===== src/rtl/bldc_duty_scheduler.sv =====
// rtl/bldc_duty_scheduler.sv - round-robin duty ramp sequencer with reversal dwell, fault latch and command watchdog
module bldc_duty_scheduler #(
    parameter int NUM_MOTORS    = 5,
    parameter int DUTY_WIDTH    = 10,
    parameter int RAMP_STEP     = 4,
    parameter int TICK_DIV      = 1152,
    parameter int WDT_TICKS     = 1600,
    parameter int REVERSE_DWELL = 16
) (
    input  logic                             i_clk,
    input  logic                             i_reset_n,
    input  logic                             i_cmd_valid,
    output logic                             o_cmd_ready,
    input  logic [2:0]                       i_cmd_motor,
    input  logic [DUTY_WIDTH-1:0]            i_cmd_duty,
    input  logic [NUM_MOTORS-1:0]            i_connected,
    input  logic                             i_fault_clear,
    output logic [NUM_MOTORS*DUTY_WIDTH-1:0] o_duty,
    output logic [NUM_MOTORS-1:0]            o_en,
    output logic [NUM_MOTORS-1:0]            o_fault,
    output logic                             o_wdt_expired
);

    localparam int MW = DUTY_WIDTH - 1;
    localparam int PW = (TICK_DIV > 1) ? $clog2(TICK_DIV) : 1;
    localparam int IW = (NUM_MOTORS > 1) ? $clog2(NUM_MOTORS) : 1;
    localparam int DW = $clog2(REVERSE_DWELL + 1);
    localparam int WW = $clog2(WDT_TICKS + 1);

    localparam logic [PW-1:0] LP_PRESC_MAX = PW'(TICK_DIV - 1);
    localparam logic [IW-1:0] LP_IDX_LAST  = IW'(NUM_MOTORS - 1);
    localparam logic [MW-1:0] LP_STEP      = MW'(RAMP_STEP);
    localparam logic [DW-1:0] LP_DWELL     = DW'(REVERSE_DWELL);
    localparam logic [WW-1:0] LP_WDT_LAST  = WW'(WDT_TICKS - 1);
    localparam logic [3:0]    LP_NM        = 4'(NUM_MOTORS);

    typedef enum logic {
        S_IDLE   = 1'b0,
        S_UPDATE = 1'b1
    } state_t;

    state_t                  r_state;
    state_t                  w_state_next;
    logic [IW-1:0]           r_idx;
    logic [IW-1:0]           w_idx_next;

    logic [PW-1:0]           r_presc;
    logic [WW-1:0]           r_wdt_cnt;
    logic                    r_wdt;
    logic                    r_ready;
    logic [NUM_MOTORS-1:0]   r_en;
    logic [NUM_MOTORS-1:0]   r_fault;
    logic [DUTY_WIDTH-1:0]   r_target [NUM_MOTORS];
    logic [DUTY_WIDTH-1:0]   r_duty   [NUM_MOTORS];
    logic [DW-1:0]           r_dwell  [NUM_MOTORS];

    logic                    w_tick;
    logic                    w_cmd_ok;
    logic                    w_wdt_fire;
    logic                    w_upd;
    logic [NUM_MOTORS-1:0]   w_fault_set;

    logic [DUTY_WIDTH-1:0]   w_cur;
    logic [DUTY_WIDTH-1:0]   w_tgt;
    logic [DW-1:0]           w_dwell_cur;
    logic                    w_cur_s;
    logic                    w_tgt_s;
    logic [MW-1:0]           w_cur_m;
    logic [MW-1:0]           w_tgt_m;
    logic [MW-1:0]           w_diff;
    logic [MW-1:0]           w_delta;
    logic [MW-1:0]           w_new_m;
    logic [DUTY_WIDTH-1:0]   w_upd_duty;
    logic [DW-1:0]           w_upd_dwell;

    // Commands to a nonexistent motor are swallowed: no target write, no watchdog kick.
    assign w_tick      = (r_presc == LP_PRESC_MAX);
    assign w_cmd_ok    = i_cmd_valid & r_ready & ({1'b0, i_cmd_motor} < LP_NM);
    assign w_wdt_fire  = w_tick & ~r_wdt & ~w_cmd_ok & (r_wdt_cnt == LP_WDT_LAST);
    assign w_upd       = (r_state == S_UPDATE);
    assign w_fault_set = r_en & ~i_connected;

    assign o_cmd_ready   = r_ready;
    assign o_en          = r_en;
    assign o_fault       = r_fault;
    assign o_wdt_expired = r_wdt;

    // Flatten per-motor applied duty onto the output bus.
    always_comb begin
        o_duty = '0;
        for (int i = 0; i < NUM_MOTORS; i++) begin
            o_duty[i*DUTY_WIDTH +: DUTY_WIDTH] = r_duty[i];
        end
    end

    // Ready comes up on the first edge out of reset and then stays high.
    always_ff @(posedge i_clk or negedge i_reset_n) begin
        if (!i_reset_n) begin
            r_ready <= 1'b0;
        end else begin
            r_ready <= 1'b1;
        end
    end

    // Free-running ramp tick prescaler.
    always_ff @(posedge i_clk or negedge i_reset_n) begin
        if (!i_reset_n) begin
            r_presc <= '0;
        end else if (w_tick) begin
            r_presc <= '0;
        end else begin
            r_presc <= r_presc + PW'(1);
        end
    end

    // Sequencer state and motor index register.
    always_ff @(posedge i_clk or negedge i_reset_n) begin
        if (!i_reset_n) begin
            r_state <= S_IDLE;
            r_idx   <= '0;
        end else begin
            r_state <= w_state_next;
            r_idx   <= w_idx_next;
        end
    end

    // Sequencer: a tick launches one pass over all motors, one motor per cycle.
    always_comb begin
        w_state_next = r_state;
        w_idx_next   = r_idx;
        case (r_state)
            S_IDLE: begin
                if (w_tick) begin
                    w_state_next = S_UPDATE;
                    w_idx_next   = '0;
                end
            end
            S_UPDATE: begin
                if (r_idx == LP_IDX_LAST) begin
                    w_state_next = S_IDLE;
                    w_idx_next   = '0;
                end else begin
                    w_idx_next = r_idx + IW'(1);
                end
            end
            default: begin
                w_state_next = S_IDLE;
                w_idx_next   = '0;
            end
        endcase
    end

    // Shared ramp engine: next duty and dwell for the motor in the current slot.
    always_comb begin
        w_cur       = r_duty[r_idx];
        w_tgt       = (r_fault[r_idx] | r_wdt) ? '0 : r_target[r_idx];
        w_dwell_cur = r_dwell[r_idx];
        w_cur_s     = w_cur[DUTY_WIDTH-1];
        w_cur_m     = w_cur[MW-1:0];
        w_tgt_s     = w_tgt[DUTY_WIDTH-1];
        w_tgt_m     = w_tgt[MW-1:0];
        w_diff      = '0;
        w_delta     = '0;
        w_new_m     = '0;
        w_upd_duty  = w_cur;
        w_upd_dwell = w_dwell_cur;
        if (w_cur_m == '0) begin
            if (w_dwell_cur != '0) begin
                // Parked at zero: burn dwell, keep the old sign.
                w_upd_dwell = w_dwell_cur - DW'(1);
            end else begin
                // Launch from zero in the target direction.
                w_delta    = (w_tgt_m < LP_STEP) ? w_tgt_m : LP_STEP;
                w_upd_duty = {w_tgt_s, w_delta};
            end
        end else begin
            if (w_cur_s != w_tgt_s) begin
                // Wrong direction: ramp magnitude down toward zero first.
                w_delta = (w_cur_m < LP_STEP) ? w_cur_m : LP_STEP;
                w_new_m = w_cur_m - w_delta;
            end else if (w_tgt_m >= w_cur_m) begin
                w_diff  = w_tgt_m - w_cur_m;
                w_delta = (w_diff < LP_STEP) ? w_diff : LP_STEP;
                w_new_m = w_cur_m + w_delta;
            end else begin
                w_diff  = w_cur_m - w_tgt_m;
                w_delta = (w_diff < LP_STEP) ? w_diff : LP_STEP;
                w_new_m = w_cur_m - w_delta;
            end
            w_upd_duty = {w_cur_s, w_new_m};
            if (w_new_m == '0) begin
                w_upd_dwell = LP_DWELL;
            end
        end
    end

    // Target store: watchdog wipes all, fault_clear wipes connected motors, a command writes last.
    always_ff @(posedge i_clk or negedge i_reset_n) begin
        if (!i_reset_n) begin
            for (int i = 0; i < NUM_MOTORS; i++) begin
                r_target[i] <= '0;
            end
        end else if (w_wdt_fire) begin
            for (int i = 0; i < NUM_MOTORS; i++) begin
                r_target[i] <= '0;
            end
        end else begin
            for (int i = 0; i < NUM_MOTORS; i++) begin
                if (i_fault_clear && i_connected[i]) begin
                    r_target[i] <= '0;
                end
                if (w_cmd_ok && (i_cmd_motor == 3'(i))) begin
                    r_target[i] <= i_cmd_duty;
                end
            end
        end
    end

    // Applied duty and dwell: watchdog and fault force zero, otherwise the slot owner takes the ramp result.
    always_ff @(posedge i_clk or negedge i_reset_n) begin
        if (!i_reset_n) begin
            for (int i = 0; i < NUM_MOTORS; i++) begin
                r_duty[i]  <= '0;
                r_dwell[i] <= '0;
            end
        end else if (w_wdt_fire) begin
            for (int i = 0; i < NUM_MOTORS; i++) begin
                r_duty[i]  <= '0;
                r_dwell[i] <= '0;
            end
        end else begin
            for (int i = 0; i < NUM_MOTORS; i++) begin
                if (w_fault_set[i]) begin
                    r_duty[i]  <= '0;
                    r_dwell[i] <= '0;
                end else if (w_upd && (r_idx == IW'(i))) begin
                    r_duty[i]  <= w_upd_duty;
                    r_dwell[i] <= w_upd_dwell;
                end
            end
        end
    end

    // Fault latch and enables: enables drop with the causing edge and return one edge after the cause clears.
    always_ff @(posedge i_clk or negedge i_reset_n) begin
        if (!i_reset_n) begin
            r_fault <= '0;
            r_en    <= '0;
        end else begin
            for (int i = 0; i < NUM_MOTORS; i++) begin
                if (w_fault_set[i]) begin
                    r_fault[i] <= 1'b1;
                end else if (i_fault_clear && i_connected[i]) begin
                    r_fault[i] <= 1'b0;
                end
                r_en[i] <= ~(w_fault_set[i] | w_wdt_fire | r_fault[i] | r_wdt);
            end
        end
    end

    // Command watchdog: counts ticks since the last accepted in-range command.
    always_ff @(posedge i_clk or negedge i_reset_n) begin
        if (!i_reset_n) begin
            r_wdt_cnt <= '0;
            r_wdt     <= 1'b0;
        end else if (w_cmd_ok) begin
            r_wdt_cnt <= '0;
            r_wdt     <= 1'b0;
        end else if (w_wdt_fire) begin
            r_wdt_cnt <= '0;
            r_wdt     <= 1'b1;
        end else if (w_tick && !r_wdt) begin
            r_wdt_cnt <= r_wdt_cnt + WW'(1);
        end
    end

endmodule


===== config.mk =====
export PLATFORM = sky130hd
export DESIGN_NAME = bldc_duty_scheduler
export DESIGN_NICKNAME = d
export VERILOG_FILES = /design/src/rtl/bldc_duty_scheduler.sv
export SDC_FILE = /design/constraint.sdc
export NUM_CORES = 1
export LEC_CHECK = 0
export ABC_AREA = 1
export CORE_AREA = 2 2 198 200
export DETAILED_ROUTE_END_ITERATION = 10
export DIE_AREA = 0 0 200 202
export GPL_ROUTABILITY_DRIVEN = 1
export SLEW_MARGIN = 20
export SYNTH_ARGS = -nofsm -noshare
export SYNTH_HDL_FRONTEND = slang
export SYNTH_SLANG_ARGS = --single-unit

===== constraint.sdc =====
create_clock -name i_clk -period 6.8 [get_ports i_clk]
set_clock_uncertainty 0.05 [all_clocks]
set_input_delay 2.04 -clock i_clk [delete_from_list [all_inputs] [get_ports i_clk]]
set_output_delay 2.04 -clock i_clk [all_outputs]
set_load 0.01 [all_outputs]

==> flow_summary.ini, run 1 <==
[sta]
maxSlewHeadroom_pct = 50.0
fin_crit_ns = 6.22
worst_slack_ns = 0.576
slew_violations = 0
fin_crit_sh_pct = 91.5
fmax_mhz = 161
rsz0062_at_grt = no
hold_violations = 0
tightest_slew_ns = 0.747
finalSetupViolCount = 0
finalSetupTns_ns = 0

[route]
drtAntennaViolNets = 0
viasPerCell = 4.76
first_pass_iters = 5
drc_errors = 0
wl_per_cell_um = 15.6
via_count = 8869
wirelength_um = 29000
drt_iter0_markers = 783

[cts]
tritoncts = yes
post_cts.repair.setup_buffers = 0
cts-root-buf = clkbuf_16
htree_levels = 4
clk_latency_ns = 0.45
cts_buffers = 17
clock_sinks = 163
cts.clk_slew.worst_paths_ns = 0.07
max-clock-path-buffers = 2

[cells_and_area]
multi_input_area_um2 = 4370
drive_gt1_share_pct = 6.92
layout_common_cells = nand2_1, inv_1, dfrtp_1, o21ai_0, nand3_1
syn2layout_area_growth_pct = 23.0
n_fill_cell = 4104
regArea_um2 = 4080
final_common_cell = nand2_1
n_antenna_cell = 0
nets = 1391

[pwr]
peakVddDrop_uv = 178
power.leakage_uw = 0.00539
p_per_area_nw_per_um2 = 224

[place]
dpl_worst_slack_ns = 0.232
gp_congestion = 0.871
port_buffers = 83
dpl.hpwl_um = 21800

[critical_path]
crit_buf_inv = 5
cp_data_arrival_time_ns = 6.50
cp-start-kind = flip-flop
rr_worst_depth = 40
startpoint = r_idx[1]$_DFFE_PN0P_
crit_required_ns = 7.08
slowest_stage = ha_2
crit_end = r_dwell[3]$_DFFE_PN0P_
path_delay_family = simple AND/OR/NAND/NOR gates
r2r_start = r_idx[1]$_DFFE_PN0P_
cp_common_cell = nand2_1
critical_path.endpoint_type = flip-flop
r2r-end = r_dwell[3]$_DFFE_PN0P_
crit_type = flip-flop to flip-flop
slowest_delay_ns = 0.43
r2r_slack_ns = 0.58
cp.depth = 40
crit_fanout = 17

[yosys]
synth_top_family_by_area = simple AND/OR/NAND/NOR gates
synth-xor-area-share_pct = 1.75
postSynthCellCount = 1235
yosys.area_share.simple_pct = 22.2
ys_seq_elements = 163
synth_seq_area_share_pct = 43.3
synth_area_leaders = dfrtp_1, nand2_1, inv_1, o22ai_1, o21ai_0
synthAdderAreaFrac_pct = 5.29
syn_area_per_cell_um2 = 7.62
ys.warnings.count = 0
synth-edff-count = 0
synth.distinct_cells = 52
synthesis.area_um2 = 9420
synth_top_area_share_pct = 43.3
syn_nets = 1295
ys_async_sr_fraction_pct = 100
synth_compound_area_share_pct = 16.8
synthFlopType = dfrtp_1
synth_top_area_cell = dfrtp_1
synth.area.mux_share_pct = 0

[grt]
grt_use_total_pct = 14.7
grt_pass1_vias = 8633
use_met3_pct = 2.60
use_met2_pct = 24.2
gr-total-overflow = 0
grt_max_degree = 78
antenna_found_initial = 0
grt_pass1_wl_um = 46700
top_usage_layer = met2
grt_use_met1_pct = 19.5

[floorplanning]
initial_core_util_pct = 24.6
coreArea_um2 = 38300
ios = 84
rows = 72
die_height_um = 202
dieArea_um2 = 40400
die-width_um = 200

[worst_hold_path]
hold_path_class = flip-flop to flip-flop

[job]
cap_violations = 0

[status]
outcome = complete, no violations
registers in the layout (all words and copies together) (netlist names):
| name | cells |
|---|---|
| r_dwell | 25 |
| r_target | 50 |
| r_presc | 11 |
| o_fault | 5 |
| o_wdt_expired | 1 |
| o_duty | 50 |
| r_idx | 3 |
| o_en | 5 |
| r_wdt_cnt | 11 |
| o_cmd_ready | 1 |
| r_state | 1 |
worst min path at each step:
stage	slack, ns	depth (start not counted)	endpoint	start
after global placement	0.41	1	r_presc[0]$_DFF_PN0_	r_presc[0]$_DFF_PN0_
final	0.42	1	r_presc[0]$_DFF_PN0_	r_presc[0]$_DFF_PN0_
after detailed placement	0.41	1	r_presc[0]$_DFF_PN0_	r_presc[0]$_DFF_PN0_
after floorplan	0.38	1	r_presc[0]$_DFF_PN0_	r_presc[0]$_DFF_PN0_
after global routing	0.44	1	r_presc[0]$_DFF_PN0_	r_presc[0]$_DFF_PN0_
after CTS	0.43	1	r_presc[0]$_DFF_PN0_	r_presc[0]$_DFF_PN0_
worst reg2reg max path: cells and delay by family, from the launching register on:
kind | cells | cell delay [ns]
simple gates | 24 | 2.52
fa+ha+maj | 4 | 1.23
compound gates | 5 | 0.94
buf+inv | 5 | 0.71
flops | 1 | 0.41
xor+xnor | 2 | 0.29
stage by stage:
step	instances	hold WS (ns)	power [µW]	instance area, µm²	util, %
2_1_floorplan	1235	0.383	1400	9420	-
3_3_place_gp	1829	0.406	1590	10900	28.6
3_5_place_dp	1829	0.414	1600	10900	28.6
4_1_cts	1861	0.426	2600	11500	30.1
5_1_grt	1862	0.439	2720	11600	30.3
6_report	1862	0.420	2590	11600	30.3
routing by layer:
metal / share of wire, % / vias to the layer above
met1: 45 / 4291
met4: 1.8 / 0
met2: 49 / 262
met3: 5.0 / 48
li1: - / 4268
met5: 0 / -
area by class of cell:
| type | count | area share, % |
|---|---|---|
| multi-input cells | 822 | 37.8 |
| inverters | 215 | 7.01 |
| repair buffers | 112 | 9.20 |
| clock buffers | 20 | 3.86 |
| clock inverters | 12 | 1.35 |
| well taps | 518 | 5.60 |
| flip-flops and latches | 163 | 35.2 |
synthesized netlist by cell type (6+ instances only):
cell / n
nand2_1: 256
inv_1: 206
dfrtp_1: 163
o21ai_0: 92
nand3_1: 90
nor2_1: 84
o22ai_1: 76
a21oi_1: 68
ha_1: 35
nor3_1: 21
buf_2: 16
nand4_1: 14
o21ai_1: 12
clkbuf_1: 11
xor2_1: 11
o31ai_1: 9
buf_4: 6
xnor2_1: 6
power by group:
group	internal (µW)	switching (µW)	leakage, µW
logic	197	360	0.00288
registers	1010	31.3	0.00223
clock network	588	408	0.000283
logic make-up (layout without fill, tap and decap cells):
group / Yosys count / after routing
other: 1 / 1
and+or+nand+nor: 487 / 488
adders and majority gates: 38 / 38
AOI/OAI and AO/OA: 277 / 277
DFF: 163 / 163
xor gates and xnor gates: 18 / 18
buffers and inverters: 251 / 359
what timing repair did:
item	4_1_cts	5_1_grt
gates resized for setup	0	16
hold buffers	0	0
hold endpoints to repair	0	0
setup endpoints to repair	0	35
(Power assumes the default switching activity.)
==> inputs of run 2 (changes only) <==
--- a/config.mk
+++ b/config.mk
@@ -6,11 +6,13 @@
 export NUM_CORES = 1
 export LEC_CHECK = 0
 export ABC_AREA = 1
+export CAP_MARGIN = 10
 export CORE_AREA = 2 2 198 200
 export DETAILED_ROUTE_END_ITERATION = 10
 export DIE_AREA = 0 0 200 202
 export GPL_ROUTABILITY_DRIVEN = 1
-export SLEW_MARGIN = 20
+export PLACE_DENSITY = 0.41
+export SLEW_MARGIN = 10
 export SYNTH_ARGS = -nofsm -noshare
 export SYNTH_HDL_FRONTEND = slang
 export SYNTH_SLANG_ARGS = --single-unit
==> run 2 against run 1 <==
Combinational power grew 3%. Worst setup slack improved by 0.037 ns. Critical endpoint is now r_dwell[15]$_DFFE_PN0P_. First-iteration DRC count is 39% lower. Register-to-register slack better by 0.04 ns.
==> flow_summary.ini, run 2 (synthesis results as in run 1) <==
[route]
first_pass_iters = 4
wl_per_cell_um = 17.6
drtAntennaViolNets = 0
drt_iter0_markers = 477
via_count = 8620
wirelength_um = 32700
viasPerCell = 4.63
drc_errors = 0

[cts]
htree_levels = 4
tritoncts = yes
postCtsHoldBufs = 0
clk_latency_ns = 0.43
cts_buffers = 17
clock_sinks = 163
max-clock-path-buffers = 2
cts.clk_slew.worst_paths_ns = 0.07
cts-root-buf = clkbuf_16

[worst_hold_path]
hold_path_class = flip-flop to flip-flop
min_to = r_presc[0]$_DFF_PN0_
min_from = r_presc[0]$_DFF_PN0_
min_path_cells = 1

[sta]
finalSetupViolCount = 0
fin_crit_sh_pct = 91.0
fin_crit_ns = 6.19
whs_ns = 0.405
maxSlewHeadroom_pct = 40.2
hold_violations = 0
tightest_slew_ns = 0.897
fmax_mhz = 162
finalSetupTns_ns = 0
worst_slack_ns = 0.614
slew_violations = 0

[pwr]
comb_power_share_pct = 22.1
power_uw = 2590
pwr-share-clk_pct = 37.8
seqPwrFrac_pct = 40.2
power.leakage_uw = 0.00541
p_per_area_nw_per_um2 = 223
p_int_uw = 1790
switchingPower_uw = 800
peakVddDrop_uv = 165
p_sw_share_pct = 30.9

[critical_path]
cp_data_arrival_time_ns = 6.49
r2r_slack_ns = 0.61
slowest_stage = dfrtp_2
cp-start-kind = flip-flop
slowest_delay_ns = 0.49
rr_worst_depth = 43
crit_fanout = 9
startpoint = r_idx[0]$_DFFE_PN0P_
r2r-end = r_dwell[15]$_DFFE_PN0P_
cp_common_cell = nand2_1
crit_type = flip-flop to flip-flop
crit_required_ns = 7.11
r2r_start = r_idx[0]$_DFFE_PN0P_
critical_path.endpoint_type = flip-flop

[floorplanning]
coreArea_um2 = 38300
die-width_um = 200
rows = 72
dieArea_um2 = 40400
ios = 84
die_height_um = 202
initial_core_util_pct = 24.6

[place]
dpl.hpwl_um = 24200
gp_congestion = 0.854
port_buffers = 83
dpl_worst_slack_ns = 0.356

[grt]
antenna_found_initial = 0
grt_use_total_pct = 16.4
grt_pass1_vias = 8552
gr-total-overflow = 0
grt_pass1_wl_um = 50300
grt_max_degree = 87

[cells_and_area]
final_util_pct = 30.3
final_common_cell = nand2_1
n_antenna_cell = 0
layout_common_cells = nand2_1, inv_1, dfrtp_1, o21ai_0, nand3_1
nets = 1392
drive_gt1_share_pct = 7.15
syn2layout_area_growth_pct = 23.3

[job]
cap_violations = 0

[status]
outcome = complete, no violations
-- run 2: changes by cell type in the layout (fill, tap and decap cells not counted), sizes merged --
cell      previous run  this run
nand3               92        91
clkbuf              20        21
clkinv               7        10
clkinvlp             4         2
buf                 30        31
inv                213       210
-- run 2: layout make-up --
class	count	area, µm²
clock buffers	20	447
clock inverters	10	135
fillers	4170	26700
inverters	215	816
multi-input cells	821	4380
flip-flops and latches	163	4080
well taps	518	648
repair buffers	114	1110
-- run 2: worst max-delay path: cells and delay by family, from the launching register on --
family                   cells  cell delay, ns
AND/OR/NAND/NOR             25            2.12
buffers and inverters        7            1.04
flip-flops                   1            0.49
XOR/XNOR                     2            0.46
AO/OA/AOI/OAI                5            0.69
adder cells (fa/ha/maj)      4            1.27
-- run 2: worst max-delay path by stage --
stage	cells after the start	slack (ns)	end
after floorplan	42	0.85	r_dwell[13]$_DFFE_PN0P_
after global routing	39	-0.04	r_dwell[13]$_DFFE_PN0P_
after CTS	34	0.32	r_dwell[15]$_DFFE_PN0P_
final	43	0.61	r_dwell[15]$_DFFE_PN0P_
after global placement	34	0.37	r_dwell[13]$_DFFE_PN0P_
after detailed placement	34	0.36	r_dwell[15]$_DFFE_PN0P_
-- run 2: routing by layer --
metal / part of all wire [%] / vias up / GRT usage, % / wire length (µm)
met5: 0 / - / 0 / 0
met4: 1.5 / 0 / 4.18 / 490
met3: 3.0 / 28 / 2.27 / 969
met2: 46 / 139 / 26.5 / 15200
met1: 49 / 4199 / 23.0 / 16000
li1: - / 4254 / - / -
-- run 2: power by group through the flow --
| stage | clock network (µW) | logic (µW) | registers [µW] |
|---|---|---|---|
| 6_report | 979 | 572 | 1040 |
| 5_1_grt | 1040 | 644 | 1050 |
| 4_1_cts | 1010 | 560 | 1040 |
| 3_5_place_dp | 0 | 557 | 1060 |
| 3_3_place_gp | 0 | 561 | 1060 |
| 2_1_floorplan | 0 | 341 | 1050 |
-- run 2: through the flow --
stage | cells | cell area (µm²)
detailed placement | 1829 | 10900
global placement | 1829 | 10900
finish | 1861 | 11600
CTS | 1859 | 11500
floorplan | 1235 | 9420
global route | 1861 | 11600
-- run 2: repair_timing --
| action | 4_1_cts | 5_1_grt |
|---|---|---|
| endpoints found under the setup margin | 0 | 36 |
| resized for setup | 0 | 22 |
| setup buffers | 0 | 1 |
==> inputs of run 3 (changes only) <==
--- a/config.mk
+++ b/config.mk
@@ -12,7 +12,7 @@
 export DIE_AREA = 0 0 200 202
 export GPL_ROUTABILITY_DRIVEN = 1
 export PLACE_DENSITY = 0.41
-export SLEW_MARGIN = 10
+export SLEW_MARGIN = 20
 export SYNTH_ARGS = -nofsm -noshare
 export SYNTH_HDL_FRONTEND = slang
 export SYNTH_SLANG_ARGS = --single-unit
==> results of run 3 <==
Same layout as run 2: the final DEF is identical, and so are final timing and power.
